===== src/rtl/simple_gen_weight_store.sv =====
// Run-time loadable weight/bias store for simple_generator: four registered ROM-style
// read ports backed by register files filled from a host valid/ready word stream.
`timescale 1ns/1ps

module simple_gen_weight_store #(
  parameter int LATENT_DIM   = 2,
  parameter int HIDDEN_SIZE  = 3,
  parameter int OUTPUT_SIZE  = 9,
  parameter int DATA_WIDTH   = 16,
  parameter int WEIGHT_WIDTH = 8
) (
  input  logic                           clk,
  input  logic                           rst_n,
  input  logic                           load_start,
  input  logic                           load_valid,
  input  logic [DATA_WIDTH-1:0]          load_data,
  output logic                           load_ready,
  output logic                           load_done,
  output logic                           params_valid,
  output logic                           range_err,
  output logic [DATA_WIDTH-1:0]          checksum,
  input  logic [3:0]                     w1_addr,
  output logic signed [WEIGHT_WIDTH-1:0] w1_data,
  input  logic [1:0]                     b1_addr,
  output logic signed [DATA_WIDTH-1:0]   b1_data,
  input  logic [4:0]                     w2_addr,
  output logic signed [WEIGHT_WIDTH-1:0] w2_data,
  input  logic [3:0]                     b2_addr,
  output logic signed [DATA_WIDTH-1:0]   b2_data
);

  localparam int N_W1 = LATENT_DIM * HIDDEN_SIZE;
  localparam int N_B1 = HIDDEN_SIZE;
  localparam int N_W2 = HIDDEN_SIZE * OUTPUT_SIZE;
  localparam int N_B2 = OUTPUT_SIZE;

  typedef enum logic [2:0] {IDLE, LD_W1, LD_B1, LD_W2, LD_B2} state_t;

  state_t state, state_next;
  logic [4:0] counter, counter_next;

  logic [WEIGHT_WIDTH-1:0] w1_mem [N_W1];
  logic [DATA_WIDTH-1:0]   b1_mem [N_B1];
  logic [WEIGHT_WIDTH-1:0] w2_mem [N_W2];
  logic [DATA_WIDTH-1:0]   b2_mem [N_B2];

  logic in_load, last_word, accept, final_accept, is_weight, weight_bad;
  logic [WEIGHT_WIDTH-1:0] w1_rd, w2_rd;
  logic [DATA_WIDTH-1:0]   b1_rd, b2_rd;

  assign in_load      = (state != IDLE);
  assign load_ready   = in_load;
  assign last_word    = (state == LD_B2) && (counter == 5'(N_B2 - 1));
  // A word coinciding with load_start is dropped, except the very last one of a load.
  assign accept       = load_valid && in_load && (!load_start || last_word);
  assign final_accept = accept && last_word;
  assign is_weight    = (state == LD_W1) || (state == LD_W2);
  assign weight_bad   = !((&load_data[DATA_WIDTH-1:WEIGHT_WIDTH-1]) ||
                          (~|load_data[DATA_WIDTH-1:WEIGHT_WIDTH-1]));

  always_ff @(posedge clk) begin
    if (!rst_n) begin
      state   <= IDLE;
      counter <= '0;
    end else begin
      state   <= state_next;
      counter <= counter_next;
    end
  end

  always_comb begin
    state_next   = state;
    counter_next = counter;
    if (load_start) begin
      state_next   = LD_W1;
      counter_next = '0;
    end else if (accept) begin
      counter_next = counter + 5'd1;
      case (state)
        LD_W1: if (counter == 5'(N_W1 - 1)) begin
          state_next   = LD_B1;
          counter_next = '0;
        end
        LD_B1: if (counter == 5'(N_B1 - 1)) begin
          state_next   = LD_W2;
          counter_next = '0;
        end
        LD_W2: if (counter == 5'(N_W2 - 1)) begin
          state_next   = LD_B2;
          counter_next = '0;
        end
        LD_B2: if (counter == 5'(N_B2 - 1)) begin
          state_next   = IDLE;
          counter_next = '0;
        end
        default: ;
      endcase
    end
  end

  always_ff @(posedge clk) begin
    if (!rst_n) begin
      for (int i = 0; i < N_W1; i++) w1_mem[i] <= '0;
      for (int i = 0; i < N_B1; i++) b1_mem[i] <= '0;
      for (int i = 0; i < N_W2; i++) w2_mem[i] <= '0;
      for (int i = 0; i < N_B2; i++) b2_mem[i] <= '0;
    end else if (accept) begin
      for (int i = 0; i < N_W1; i++)
        if (state == LD_W1 && counter == 5'(i)) w1_mem[i] <= load_data[WEIGHT_WIDTH-1:0];
      for (int i = 0; i < N_B1; i++)
        if (state == LD_B1 && counter == 5'(i)) b1_mem[i] <= load_data;
      for (int i = 0; i < N_W2; i++)
        if (state == LD_W2 && counter == 5'(i)) w2_mem[i] <= load_data[WEIGHT_WIDTH-1:0];
      for (int i = 0; i < N_B2; i++)
        if (state == LD_B2 && counter == 5'(i)) b2_mem[i] <= load_data;
    end
  end

  // Restart clears load status last so it wins over a coincident final accept.
  always_ff @(posedge clk) begin
    if (!rst_n) begin
      load_done    <= 1'b0;
      params_valid <= 1'b0;
      range_err    <= 1'b0;
      checksum     <= '0;
    end else begin
      load_done <= 1'b0;
      if (accept) begin
        checksum <= checksum + load_data;
        if (is_weight && weight_bad) range_err <= 1'b1;
      end
      if (final_accept) begin
        load_done    <= 1'b1;
        params_valid <= 1'b1;
      end
      if (load_start) begin
        checksum     <= '0;
        range_err    <= 1'b0;
        params_valid <= 1'b0;
      end
    end
  end

  always_comb begin
    w1_rd = '0;
    b1_rd = '0;
    w2_rd = '0;
    b2_rd = '0;
    for (int i = 0; i < N_W1; i++) if (w1_addr == 4'(i)) w1_rd = w1_mem[i];
    for (int i = 0; i < N_B1; i++) if (b1_addr == 2'(i)) b1_rd = b1_mem[i];
    for (int i = 0; i < N_W2; i++) if (w2_addr == 5'(i)) w2_rd = w2_mem[i];
    for (int i = 0; i < N_B2; i++) if (b2_addr == 4'(i)) b2_rd = b2_mem[i];
  end

  // Reads are blanked during a load so a half-written parameter set is never served.
  always_ff @(posedge clk) begin
    if (!rst_n) begin
      w1_data <= '0;
      b1_data <= '0;
      w2_data <= '0;
      b2_data <= '0;
    end else begin
      w1_data <= in_load ? '0 : w1_rd;
      b1_data <= in_load ? '0 : b1_rd;
      w2_data <= in_load ? '0 : w2_rd;
      b2_data <= in_load ? '0 : b2_rd;
    end
  end

endmodule

===== config.mk =====
export PLATFORM = sky130hd
export DESIGN_NAME = simple_gen_weight_store
export DESIGN_NICKNAME = d
export VERILOG_FILES = /design/src/rtl/simple_gen_weight_store.sv
export SDC_FILE = /design/constraint.sdc
export NUM_CORES = 1
export LEC_CHECK = 0
export CAP_MARGIN = 20
export CORE_MARGIN = 8
export CORE_UTILIZATION = 50
export DETAILED_ROUTE_END_ITERATION = 7
export MAX_ROUTING_LAYER = met4
export PLACE_DENSITY = 0.7
export SYNTH_ARGS = -nofsm -noshare
export SYNTH_HDL_FRONTEND = slang
export SYNTH_SLANG_ARGS = --single-unit

===== constraint.sdc =====
create_clock -name clk -period 2.93 [get_ports clk]
set_input_delay 0.879 -clock clk [delete_from_list [all_inputs] [get_ports clk]]
set_output_delay 0.879 -clock clk [all_outputs]
set_load 0.02 [all_outputs]

# Word level (Yosys, flattened, before mapping)
# Memory sizes are Yosys's and may differ from the RTL's.
# Cells that the tools add are included.
[word_totals] reg_bits=75 latch_bits=0 mem_bits_rw=456 rom_bits=0 input_bits=35 n_memories=4
[classes] n_addsub=2 n_mul=0 div=0 magnitude_cmp=0 n_eq_ne=79 n_shift=0 muxes=284 n_bitwise=46 reduce_logical=71
[mem_list] memory="w2_mem" depth=27 width=8 read_ports=27 rd_clocked_by_memory_dff=0 wr=27 line_no="44" rtl="logic [WEIGHT_WIDTH-1:0] w2_mem [N_W2];"
[mem_list] memory="b2_mem" depth=9 width=16 read_ports=9 rd_clocked_by_memory_dff=0 wr=9 line_no="45" rtl="logic [DATA_WIDTH-1:0] b2_mem [N_B2];"
[mem_list] memory="b1_mem" depth=3 width=16 read_ports=3 rd_clocked_by_memory_dff=0 wr=3 line_no="43" rtl="logic [DATA_WIDTH-1:0] b1_mem [N_B1];"
[mem_list] memory="w1_mem" depth=6 width=8 read_ports=6 rd_clocked_by_memory_dff=0 wr=6 line_no="42" rtl="logic [WEIGHT_WIDTH-1:0] w1_mem [N_W1];"
[op_table] operator="2-to-1 mux 8 bit" n=66
[op_table] operator="2-to-1 mux 16 bit" n=24
[op_table] operator="2-to-1 mux 1 bit" n=184
[op_table] operator="== test 5 bit (second input constant)" n=22
[op_table] operator="== test 5 x 4 -> 1 bit (second input constant)" n=16
[op_table] operator="logical AND 1 bit" n=49
[op_table] operator="bitwise OR 1 bit" n=45
[op_table] operator="== test 5 x 3 -> 1 bit (second input constant)" n=8
[op_table] operator="== test 4 x 3 -> 1 bit (second input constant)" n=6
[op_table] operator="== test 5 x 2 -> 1 bit (second input constant)" n=4
[op_table] operator="2-to-1 mux 5 bit" n=4
[op_table] operator="one-hot mux 5 bit (4 select lines)" n=1
[op_table] operator="adder 16 bit" n=1
[op_table] operator="== test 4 x 2 -> 1 bit (second input constant)" n=4
[op_table] operator="2-to-1 mux 3 bit" n=4
[op_table] operator="one-hot mux 3 bit (4 select lines)" n=1
[op_table] operator="AND reduction 6 bit" n=2
[op_table] operator="== test 5 x 1 -> 1 bit (second input constant)" n=2
[op_table] operator="zero test 5 bit" n=2
[op_table] operator="!= test 3 x 2 -> 1 bit (second input constant)" n=3
[op_table] operator="AND reduction 9 bit" n=1
[op_table] operator="OR reduction 9 bit" n=1
[op_table] operator="== test 4 x 1 -> 1 bit (second input constant)" n=2
[op_table] operator="zero test 4 bit" n=2
[op_table] operator="other kinds (20)" n=28

# Longest topological paths before layout
# Gate-level depths: netlist of the first run.
[depth] ltp_word=28 mapped_depth=10 ltp_nobuf=9

# Least setup slack after synthesis of the first run
# OpenSTA, ideal clock, no wires.
[synth_timing] kind="input -> register" start="input load_valid" end="memory b1_mem[0][0] (enable)" t_arrival_ns=2.453 path_slack_ns=0.065 cell_stages=3 path_cell_list="nor2b_1 > nand3_1 > o21ai_0"
[synth_rtl] element="start: declaration" line_no="15" rtl="input logic load_valid,"
[synth_rtl] element="end: declaration" line_no="43"

# Final worst setup path of the first run
[layout_timing] start="register state[0]" end="output load_ready"
[layout_between] elab_chain_len=1
[layout_rtl] element="start: declaration" line_no="39" rtl="state_t state, state_next;"
[layout_rtl] element="start signal: assignment" line_no="66" rtl="state <= state_next;"
[layout_rtl] element="nonzero test 3 bit" line_no="51" rtl="assign in_load = (state != IDLE);"
[layout_rtl] element="end: declaration" line_no="17" rtl="output logic load_ready,"
# Every way passes these cells.

==> results.py, run 1 <==
metrics = {
    "clock_tree": {
        "hold_buffers": 0,
        "clk_latency_ns": 0.62,
        "ctsResizeCount": 1,
        "cts_sinks": 531,
        "path_clk_slew_ns": 0.06,
        "cts_tree": "done",
        "cts_setup_buffers": 0,
        "cts.path.max_buffers": 3,
        "cts_root_buf": "clkbuf_16",
        "cts_buffers": 53,
        "h-tree-depth": 2,
    },
    "finish": {
        "final_area_mm2": 0.0279,
        "fin_nets": 2123,
        "final_core_util_pct": 63.0,
        "drive_gt1_share_pct": 17.6,
        "area_delta_synth_final_pct": 24.1,
        "fillers": 3431,
    },
    "logic_synthesis": {
        "synth_top_area_share_pct": 60.9,
        "syn_nets": 1827,
        "ys_types": 90,
        "netlist_instances": 1771,
        "synth_area_mm2": 0.0225,
        "synth_edf_count": 456,
        "yosysTopAreaCell": "edfxtp_1",
        "synth_ff_type": "edfxtp_1",
        "yosysWarnings": 0,
        "syn_area_per_cell_um2": 12.7,
        "synthArstFlopShare_pct": 0,
        "synth_seq_cells": 531,
        "ys_seq_area_share_pct": 67.6,
        "synth.area.top_cells": "edfxtp_1, dfxtp_1, nor2_1",
    },
    "power_and_ir_drop": {
        "p_per_area_mw_per_mm2": 614,
        "p_switching_mw": 3.91,
        "swShare_pct": 22.8,
        "power.clock.fraction_pct": 41.3,
        "leakage_nw": 10.2,
        "max-vdd-ir-drop_v": 0.000454,
        "combPwrFrac_pct": 8.2,
        "seqPwrFrac_pct": 50.5,
        "finalPower_mw": 17.1,
        "p_int_mw": 13.2,
    },
    "floorplanning": {
        "rows": 77,
        "die_height_um": 228,
        "die_area_mm2": 0.0520,
        "start_util_pct": 50.7,
        "io_pins": 103,
        "core_mm2": 0.0443,
        "die_w_um": 228,
    },
    "global_routing": {
        "grt_max_degree": 58,
        "grt_pass1_vias": 15830,
        "grt_pass1_wl_um": 94500,
        "grt.overflow.total": 0,
        "antenna_found_initial": 3,
        "track_usage_pct": 24.0,
    },
    "routing": {
        "routed_wl_um": 62600,
        "route.antenna.remaining_nets": 0,
        "vias": 15996,
        "vias_per_cell": 5.91,
        "dr.pass1.iters": 6,
        "drt_iter0_drc": 1840,
        "drcViolationCount": 0,
        "routedWlPerCell_um": 23.1,
    },
    "critical_path": {
        "endpoint_kind": "primary output",
        "arrival_ns": 1.85,
        "crit_type": "flop to primary output",
        "start_kind": "flop",
        "cp_max_fo": 6,
        "cp.required_ns": 2.05,
        "ff2ff_setup_slack_ns": 0.23,
    },
    "sta": {
        "hold_viol": 0,
        "rsz0062_at_grt": "false",
        "fin_worst_skew_ns": 0.0205,
        "drv_slew": 0,
        "tightest_slew_ns": 0.919,
        "setup_viol": 0,
        "fmax_mhz": 366,
        "finalCritPeriodShare_pct": 93.2,
        "relSlewSlack_pct": 38.6,
        "finalWorstSetupSlack_ns": 0.198,
        "min_period_ns": 2.73,
    },
    "placement": {
        "dpl-instance-area_mm2": 0.0261,
        "dp_hpwl_um": 42500,
        "io_buffers": 102,
        "dp_slack_ns": -0.308,
        "gp_congestion": 0.926,
    },
    "run": {
        "drv_cap": 0,
    },
    "outcome": {
        "status": "complete, no violations",
    },
    "worst_hold_path": {
        "hp-class": "flop to flop",
    },
}
## per-stage QoR
stage | instances | TNS [ns] | hold WS (ns)
after global routing | 2704 | 0 | 0.490
after global placement | 2602 | -62.07 | 0.441
after CTS | 2704 | 0 | 0.454
after detailed placement | 2604 | -5.79 | 0.445
final | 2705 | 0 | 0.451
after floorplan | 1771 | 0 | 0.447
## synth_stat cells (6+ instances only)
library cell	n
nand2b_1	12
mux4_2	6
a31oi_1	28
o2111ai_1	7
nor2_1	286
a21o_1	6
nand2_1	143
mux2_2	10
clkbuf_1	60
nor4_1	8
nand3b_1	6
a221oi_1	14
mux2i_1	51
ha_1	20
nor3_1	32
o21ai_0	59
nor2b_1	28
a22oi_1	42
and2_1	17
nand3_1	32
inv_1	29
buf_6	13
a21oi_1	96
and3_1	12
a211oi_1	13
xnor2_1	6
buf_2	26
dfxtp_1	75
buf_4	9
a222oi_1	13
edfxtp_1	456
nand4_1	11
o22ai_1	26
## logic make-up after synthesis
| family | count (synthesis) | synth area share (%) |
|---|---|---|
| and+or+nand+nor | 622 | 12.7 |
| DFF | 531 | 67.6 |
| AOI/OAI and AO/OA | 372 | 11.0 |
| buffers and inverters | 144 | 3.20 |
| muxes | 72 | 3.96 |
| adders and majority gates | 21 | 1.20 |
| xor gates and xnor gates | 9 | 0.351 |
## metal layers
metal / vias to the layer above / global-route usage, % / wire (um) / part of all wire (%)
met4: 0 / 7.76 / 1740 / 2.8
met5: - / - / 0 / 0
met2: 784 / 37.0 / 29300 / 47
li1: 7243 / - / - / -
met1: 7844 / 32.3 / 25900 / 41
met3: 125 / 4.17 / 5610 / 9.0
## critical path, stage by stage (launching register included)
cell	delay, ns
dfxtp_1	0.38
nor2_2	0.32
nand2_1	0.18
dlygate4sd2_1	0.36
## path summary, 6_finish.rpt
| path | endpoint | depth (start not counted) | startpoint |
|---|---|---|---|
| setup / recovery | load_ready | 3 | state[0] |
| hold / removal | params_valid | 2 | params_valid |
| setup reg to reg | b2_mem[0][6] | 9 | counter[0] |
| hold reg to reg | params_valid | 2 | params_valid |
## state kept, by name, indices dropped and copies added, names as in the netlist
signal,cells
b2_data,16
params_valid,1
w1_data,8
b1_mem,48
counter,5
b1_data,16
range_err,1
state,3
load_done,1
checksum,16
w2_mem,216
w1_mem,48
b2_mem,144
w2_data,8
## power by group through the flow
stage	combinational [mW]	clock (mW)	sequential (mW)
after floorplan	0.656	0	8.81
after global placement	1.37	0	8.79
after detailed placement	1.39	0	8.81
after CTS	1.40	7.13	8.65
after global routing	1.49	7.43	8.67
final	1.41	7.07	8.65
## cell type report
type                            instances  area, um2  area share, %
Timing Repair Buffer                  355       3450           12.4
Inverter                               30        113          0.403
Multi-Input combinational cell       1096       6580           23.6
Tap cell                              592        741           2.65
Clock buffer                           69       1440           5.15
Antenna cell                            1       2.50        0.00897
Sequential cell                       531      15200           54.4
Clock inverter                         31        389           1.39
## cells in the final DEF (no fill, tap or decap), types with 43 or more instances in the layout
master           count
mux2i_1             51
nand2_1            143
buf_4              210
clkbuf_16           54
nor2_1             286
o21ai_0             48
buf_12              43
a21oi_1             96
dfxtp_1             75
clkdlybuf4s50_1     98
edfxtp_1           456
No activity file was read; power rests on OpenSTA's default activity.
==> run 2: changes to the inputs <==
--- a/config.mk
+++ b/config.mk
@@ -7,10 +7,10 @@
 export LEC_CHECK = 0
 export CAP_MARGIN = 20
 export CORE_MARGIN = 8
-export CORE_UTILIZATION = 50
+export CORE_UTILIZATION = 55
 export DETAILED_ROUTE_END_ITERATION = 7
 export MAX_ROUTING_LAYER = met4
-export PLACE_DENSITY = 0.7
+export PLACE_DENSITY = 0.76
 export SYNTH_ARGS = -nofsm -noshare
 export SYNTH_HDL_FRONTEND = slang
 export SYNTH_SLANG_ARGS = --single-unit
==> results.py, run 2 (synthesis results as in run 1) <==
metrics = {
    "outcome": {
        "status": "complete, no violations",
    },
    "critical_path": {
        "cp_slowest_stage_delay_ns": 0.51,
        "critPathTopFamily": "simple AND/OR/NAND/NOR gates",
        "cp_max_fo": 9,
        "cp.required_ns": 3.31,
        "reg2reg_from": "counter[0]",
        "ff2ff_setup_slack_ns": 0.27,
        "critPathLaunch": "counter[0]",
        "arrival_ns": 3.04,
        "endpoint_kind": "flop",
        "r2r-end": "b2_mem[0][74]",
        "critPathBufInv": 4,
        "reg2reg_depth": 9,
        "crit_slowest_cell": "nor2_1",
        "start_kind": "flop",
        "crit_type": "flop to flop",
        "cp_cell_sequence": "inv_1, ha_1, buf_4, nor4_1, nor4_1, nor2_1, buf_6, nor2b_1, buf_4",
    },
    "global_routing": {
        "grt_pass1_wl_um": 94400,
        "grt.overflow.total": 0,
        "track_usage_pct": 26.4,
        "grt_pass1_vias": 16102,
        "grt_max_degree": 58,
        "antenna_found_initial": 2,
    },
    "routing": {
        "highest_layer": "met4",
        "drt_iter0_drc": 1926,
        "routedWlPerCell_um": 23.3,
        "wl_met3_um": 5640,
        "route.antenna.remaining_nets": 0,
        "vias": 16223,
        "drcViolationCount": 0,
        "dr.pass1.iters": 6,
        "dr_wl_met2_um": 29600,
        "vias_per_cell": 6.13,
        "wl_met1_um": 24600,
        "routed_wl_um": 61700,
    },
    "finish": {
        "final_common_cell": "edfxtp_1",
        "final_area_mm2": 0.0279,
        "final_core_util_pct": 68.9,
        "fillers": 2749,
        "fin_nets": 2125,
        "top_regs": "w2_mem: 216 flops, b2_mem: 144 flops",
        "drive_gt1_share_pct": 18.5,
        "instances_no_fill": 2646,
        "area_delta_synth_final_pct": 24.2,
        "largest_register_ffs": 216,
        "layout_common_cells": "edfxtp_1, nor2_1, buf_4, nand2_1, clkdlybuf4s50_1",
        "regMostFlops": "w2_mem",
    },
    "floorplanning": {
        "core_mm2": 0.0406,
        "die_area_mm2": 0.0476,
        "io_pins": 103,
        "die_height_um": 218,
        "rows": 74,
        "die_w_um": 218,
        "start_util_pct": 55.5,
    },
    "clock_tree": {
        "cts_sinks": 531,
        "cts_buffers": 52,
        "cts_setup_buffers": 0,
        "hold_buffers": 0,
        "cts_root_buf": "clkbuf_16",
        "h-tree-depth": 2,
        "cts.path.max_buffers": 3,
        "cts_tree": "done",
        "clk_latency_ns": 0.62,
        "path_clk_slew_ns": 0.07,
    },
    "power_and_ir_drop": {
        "leakage_nw": 10.3,
        "p_per_area_mw_per_mm2": 617,
        "max-vdd-ir-drop_v": 0.000531,
    },
    "placement": {
        "io_buffers": 102,
        "gp_congestion": 0.957,
        "placed_cells": 2547,
        "dp_hpwl_um": 41600,
        "dpl-instance-area_mm2": 0.0260,
    },
    "worst_hold_path": {
        "hp-class": "flop to flop",
        "whs_path_depth": 2,
        "hold_start": "params_valid",
        "holdPathEnd": "params_valid",
    },
    "run": {
        "drv_cap": 0,
    },
    "sta": {
        "rsz0062_at_grt": "false",
        "hold_viol": 0,
        "min_period_ns": 2.66,
        "holdWs_ns": 0.457,
        "relSlewSlack_pct": 43.2,
        "setup_viol": 0,
        "fmax_mhz": 376,
        "tightest_slew_ns": 0.850,
        "fin_worst_skew_ns": 0.0298,
        "drv_slew": 0,
        "finalCritPeriodShare_pct": 90.8,
    },
}
## run 2: changes by cell type in the layout (fill, tap and decap cells not counted), moves of 2 or more
| cell | change |
|---|---|
| dfxtp_1 | -2 |
| inv_6 | +2 |
| clkinv_2 | +4 |
| clkinv_1 | -3 |
| clkinvlp_4 | +3 |
| clkbuf_16 | -2 |
| bufinv_16 | +2 |
| clkinv_4 | +3 |
| buf_4 | +2 |
| clkbuf_1 | -11 |
| dfxtp_2 | +2 |
## run 2: through the flow
step           power (mW)  setup TNS, ns  setup slack (ns)
2_1_floorplan        9.47              0            0.0653
3_3_place_gp         10.2         -58.08            -0.394
3_5_place_dp         10.2          -9.68            -0.354
4_1_cts              17.3              0            0.0327
5_1_grt              17.7              0            0.0827
6_report             17.2              0             0.269
## run 2: power breakdown
part	total [mW]	internal, mW	switching, mW
clock	7.17	4.18	2.99
sequential	8.65	8.54	0.116
combinational	1.41	0.569	0.841
## run 2: how the worst max path moves through the flow
stage | end | slack, ns | depth (start not counted)
floorplan | b1_mem[0][0] | 0.07 | 3
global placement | b2_mem[0][131] | -0.39 | 8
detailed placement | w2_data[2] | -0.35 | 9
CTS | load_ready | 0.03 | 3
global route | b2_mem[0][3] | 0.08 | 9
finish | b2_mem[0][74] | 0.27 | 9
## run 2: what timing repair did
action                     in CTS  in global routing
gates cloned                    0                  0
gates resized for setup         3                  2
pin swaps                       0                  0
setup endpoints to repair       1                  2
## run 2: tightest hold or removal path, cell delays in order (launching register included)
cell and delay, ns:
dfxtp_1 0.31, inv_1 0.05, a21oi_1 0.05
## run 2: routing by layer
layer / GRT usage, % / vias up
met3: 5.56 / 158
met1: 33.8 / 7917
met2: 41.7 / 890
met5: - / -
met4: 9.16 / 0
li1: - / 7258
## run 2: final cells by class
type | instances | area, um2 | area share (%)
clock buffers | 56 | 1350 | 4.82
repair buffers | 358 | 3490 | 12.5
clock inverters | 42 | 524 | 1.88
well taps | 532 | 666 | 2.38
inverters | 30 | 113 | 0.403
multi-input cells | 1096 | 6600 | 23.6
diodes | 1 | 2.50 | 0.00896
flip-flops and latches | 531 | 15200 | 54.4
==> run 3: changes to the inputs <==
--- a/config.mk
+++ b/config.mk
@@ -9,8 +9,9 @@
 export CORE_MARGIN = 8
 export CORE_UTILIZATION = 55
 export DETAILED_ROUTE_END_ITERATION = 7
+export GPL_ROUTABILITY_DRIVEN = 0
 export MAX_ROUTING_LAYER = met4
-export PLACE_DENSITY = 0.76
+export PLACE_DENSITY = 0.74
 export SYNTH_ARGS = -nofsm -noshare
 export SYNTH_HDL_FRONTEND = slang
 export SYNTH_SLANG_ARGS = --single-unit
==> constraint.sdc (replaced) <==
create_clock -name clk -period 2.7 [get_ports clk]
set_input_delay 0.81 -clock clk [delete_from_list [all_inputs] [get_ports clk]]
set_output_delay 0.81 -clock clk [all_outputs]
set_load 0.02 [all_outputs]
==> results.py, run 3 (synthesis results as in run 1) <==
metrics = {
    "floorplanning": {
        "io_pins": 103,
        "die_height_um": 218,
        "die_area_mm2": 0.0476,
        "die_w_um": 218,
        "core_mm2": 0.0406,
        "start_util_pct": 55.5,
        "rows": 74,
    },
    "placement": {
        "io_buffers": 102,
        "dp_hpwl_um": 42200,
        "dp_slack_ns": -0.535,
    },
    "clock_tree": {
        "cts_sinks": 531,
        "cts_root_buf": "clkbuf_16",
        "cts_tree": "done",
        "cts_buffers": 52,
        "path_clk_slew_ns": 0.07,
        "cts_setup_buffers": 0,
        "h-tree-depth": 2,
        "cts.path.max_buffers": 3,
        "clk_latency_ns": 0.62,
    },
    "finish": {
        "top_regs": "w2_mem: 216 flops, b2_mem: 144 flops",
        "n_antenna_cell": 0,
        "area_delta_synth_final_pct": 24.9,
        "final_common_cell": "edfxtp_1",
        "drive_gt1_share_pct": 19.7,
        "fin_nets": 2169,
        "layout_common_cells": "edfxtp_1, nor2_1, buf_4, nand2_1, clkdlybuf4s50_1",
        "largest_register_ffs": 216,
        "regMostFlops": "w2_mem",
        "fillers": 2846,
    },
    "global_routing": {
        "grt_max_degree": 32,
        "grt.overflow.total": 0,
        "grt_pass1_vias": 16322,
        "antenna_found_initial": 1,
        "grt_pass1_wl_um": 93700,
        "track_usage_pct": 26.3,
    },
    "power_and_ir_drop": {
        "p_per_area_mw_per_mm2": 647,
        "max-vdd-ir-drop_v": 0.000652,
        "leakage_nw": 10.4,
    },
    "sta": {
        "setup_viol": 0,
        "relSlewSlack_pct": 45.0,
        "hold_viol": 0,
        "fmax_mhz": 378,
        "holdWs_ns": 0.472,
        "finalCritPeriodShare_pct": 98.0,
        "rsz0062_at_grt": "true",
        "finalWorstSetupSlack_ns": 0.0532,
        "min_period_ns": 2.65,
        "fin_worst_skew_ns": 0.0299,
        "drv_slew": 0,
        "tightest_slew_ns": 0.819,
    },
    "critical_path": {
        "cp.required_ns": 1.89,
        "start_kind": "flop",
        "ff2ff_setup_slack_ns": 0.33,
        "r2r-end": "b2_mem[0][82]",
        "endpoint_kind": "primary output",
        "reg2reg_depth": 9,
        "cp_max_fo": 6,
        "crit_type": "flop to primary output",
        "arrival_ns": 1.84,
        "reg2reg_from": "counter[0]",
    },
    "routing": {
        "vias_per_cell": 6.17,
        "routedWlPerCell_um": 23.1,
        "vias": 16567,
        "routed_wl_um": 62100,
        "route.antenna.remaining_nets": 0,
        "dr.pass1.iters": 7,
        "drt_iter0_drc": 2099,
        "drcViolationCount": 0,
    },
    "outcome": {
        "status": "complete, no violations",
    },
    "worst_hold_path": {
        "hp-class": "flop to flop",
        "holdPathEnd": "checksum[9]",
        "hold_start": "checksum[9]",
        "whs_path_depth": 2,
    },
    "run": {
        "drv_cap": 0,
    },
}
## run 3: cell types whose count changed in the layout (fill, tap and decap cells not counted), sizes merged
cell and change:
bufinv -5, clkbuf +11, dlygate4sd2 +1, inv -3, clkdlybuf4s15 -1, clkinv -4
diode -1, buf +44, dlymetal6s2s -1
## run 3: worst max path at each step
| stage | startpoint | to | cells past startpoint |
|---|---|---|---|
| 3_3_place_gp | w2_addr[4] | w2_data[6] | 9 |
| 2_1_floorplan | load_valid | b1_mem[0][0] | 3 |
| 4_1_cts | state[0] | load_ready | 3 |
| 3_5_place_dp | load_data[0] | checksum[14] | 10 |
| 5_1_grt | load_data[0] | checksum[14] | 10 |
| 6_report | state[0] | load_ready | 3 |
## run 3: per-stage QoR
stage          instance area [um2]  power (mW)  setup TNS [ns]  cells  util [%]
6_report                     28100        18.2               0   2687      69.3
5_1_grt                      28100        18.6         -0.0109   2687      69.3
4_1_cts                      28100        18.2               0   2686      69.2
3_5_place_dp                 26400        11.1          -39.88   2590      65.0
3_3_place_gp                 26400        11.1          -25.58   2590      65.0
2_1_floorplan                22500        10.3           -4.59   1771         -
## run 3: final cells by class
class	instances	area, um2	area share (%)
Sequential cell	531	15200	54.1
Timing Repair Buffer	402	3810	13.6
Inverter	30	113	0.401
Tap cell	532	666	2.37
Clock buffer	66	1380	4.93
Clock inverter	30	327	1.16
Multi-Input combinational cell	1096	6600	23.5
## run 3: where the power goes
part | leakage, nW | switching (mW) | internal [mW] | total (mW)
Clock | 0.826 | 3.15 | 4.06 | 7.21
Combinational | 4.44 | 0.922 | 0.653 | 1.57
Sequential | 5.11 | 0.132 | 9.26 | 9.40
## run 3: critical path: stages (launching register included)
cell           delay [ns]
dfxtp_1              0.39
nor2_2               0.30
nand2_1              0.18
dlygate4sd2_1        0.36
## run 3: metal layers
layer	GRT usage, %	vias up	part of all wire, %
met4	10.3	0	3.9
met5	-	-	0
met2	41.4	963	48
li1	-	7340	-
met3	4.52	172	9.1
met1	34.1	8092	39
## run 3: repair_timing
item                       4_1_cts  5_1_grt
pin swaps                        0        0
hold buffers                     0        0
gates resized for setup          1        3
setup endpoints to repair        1        4
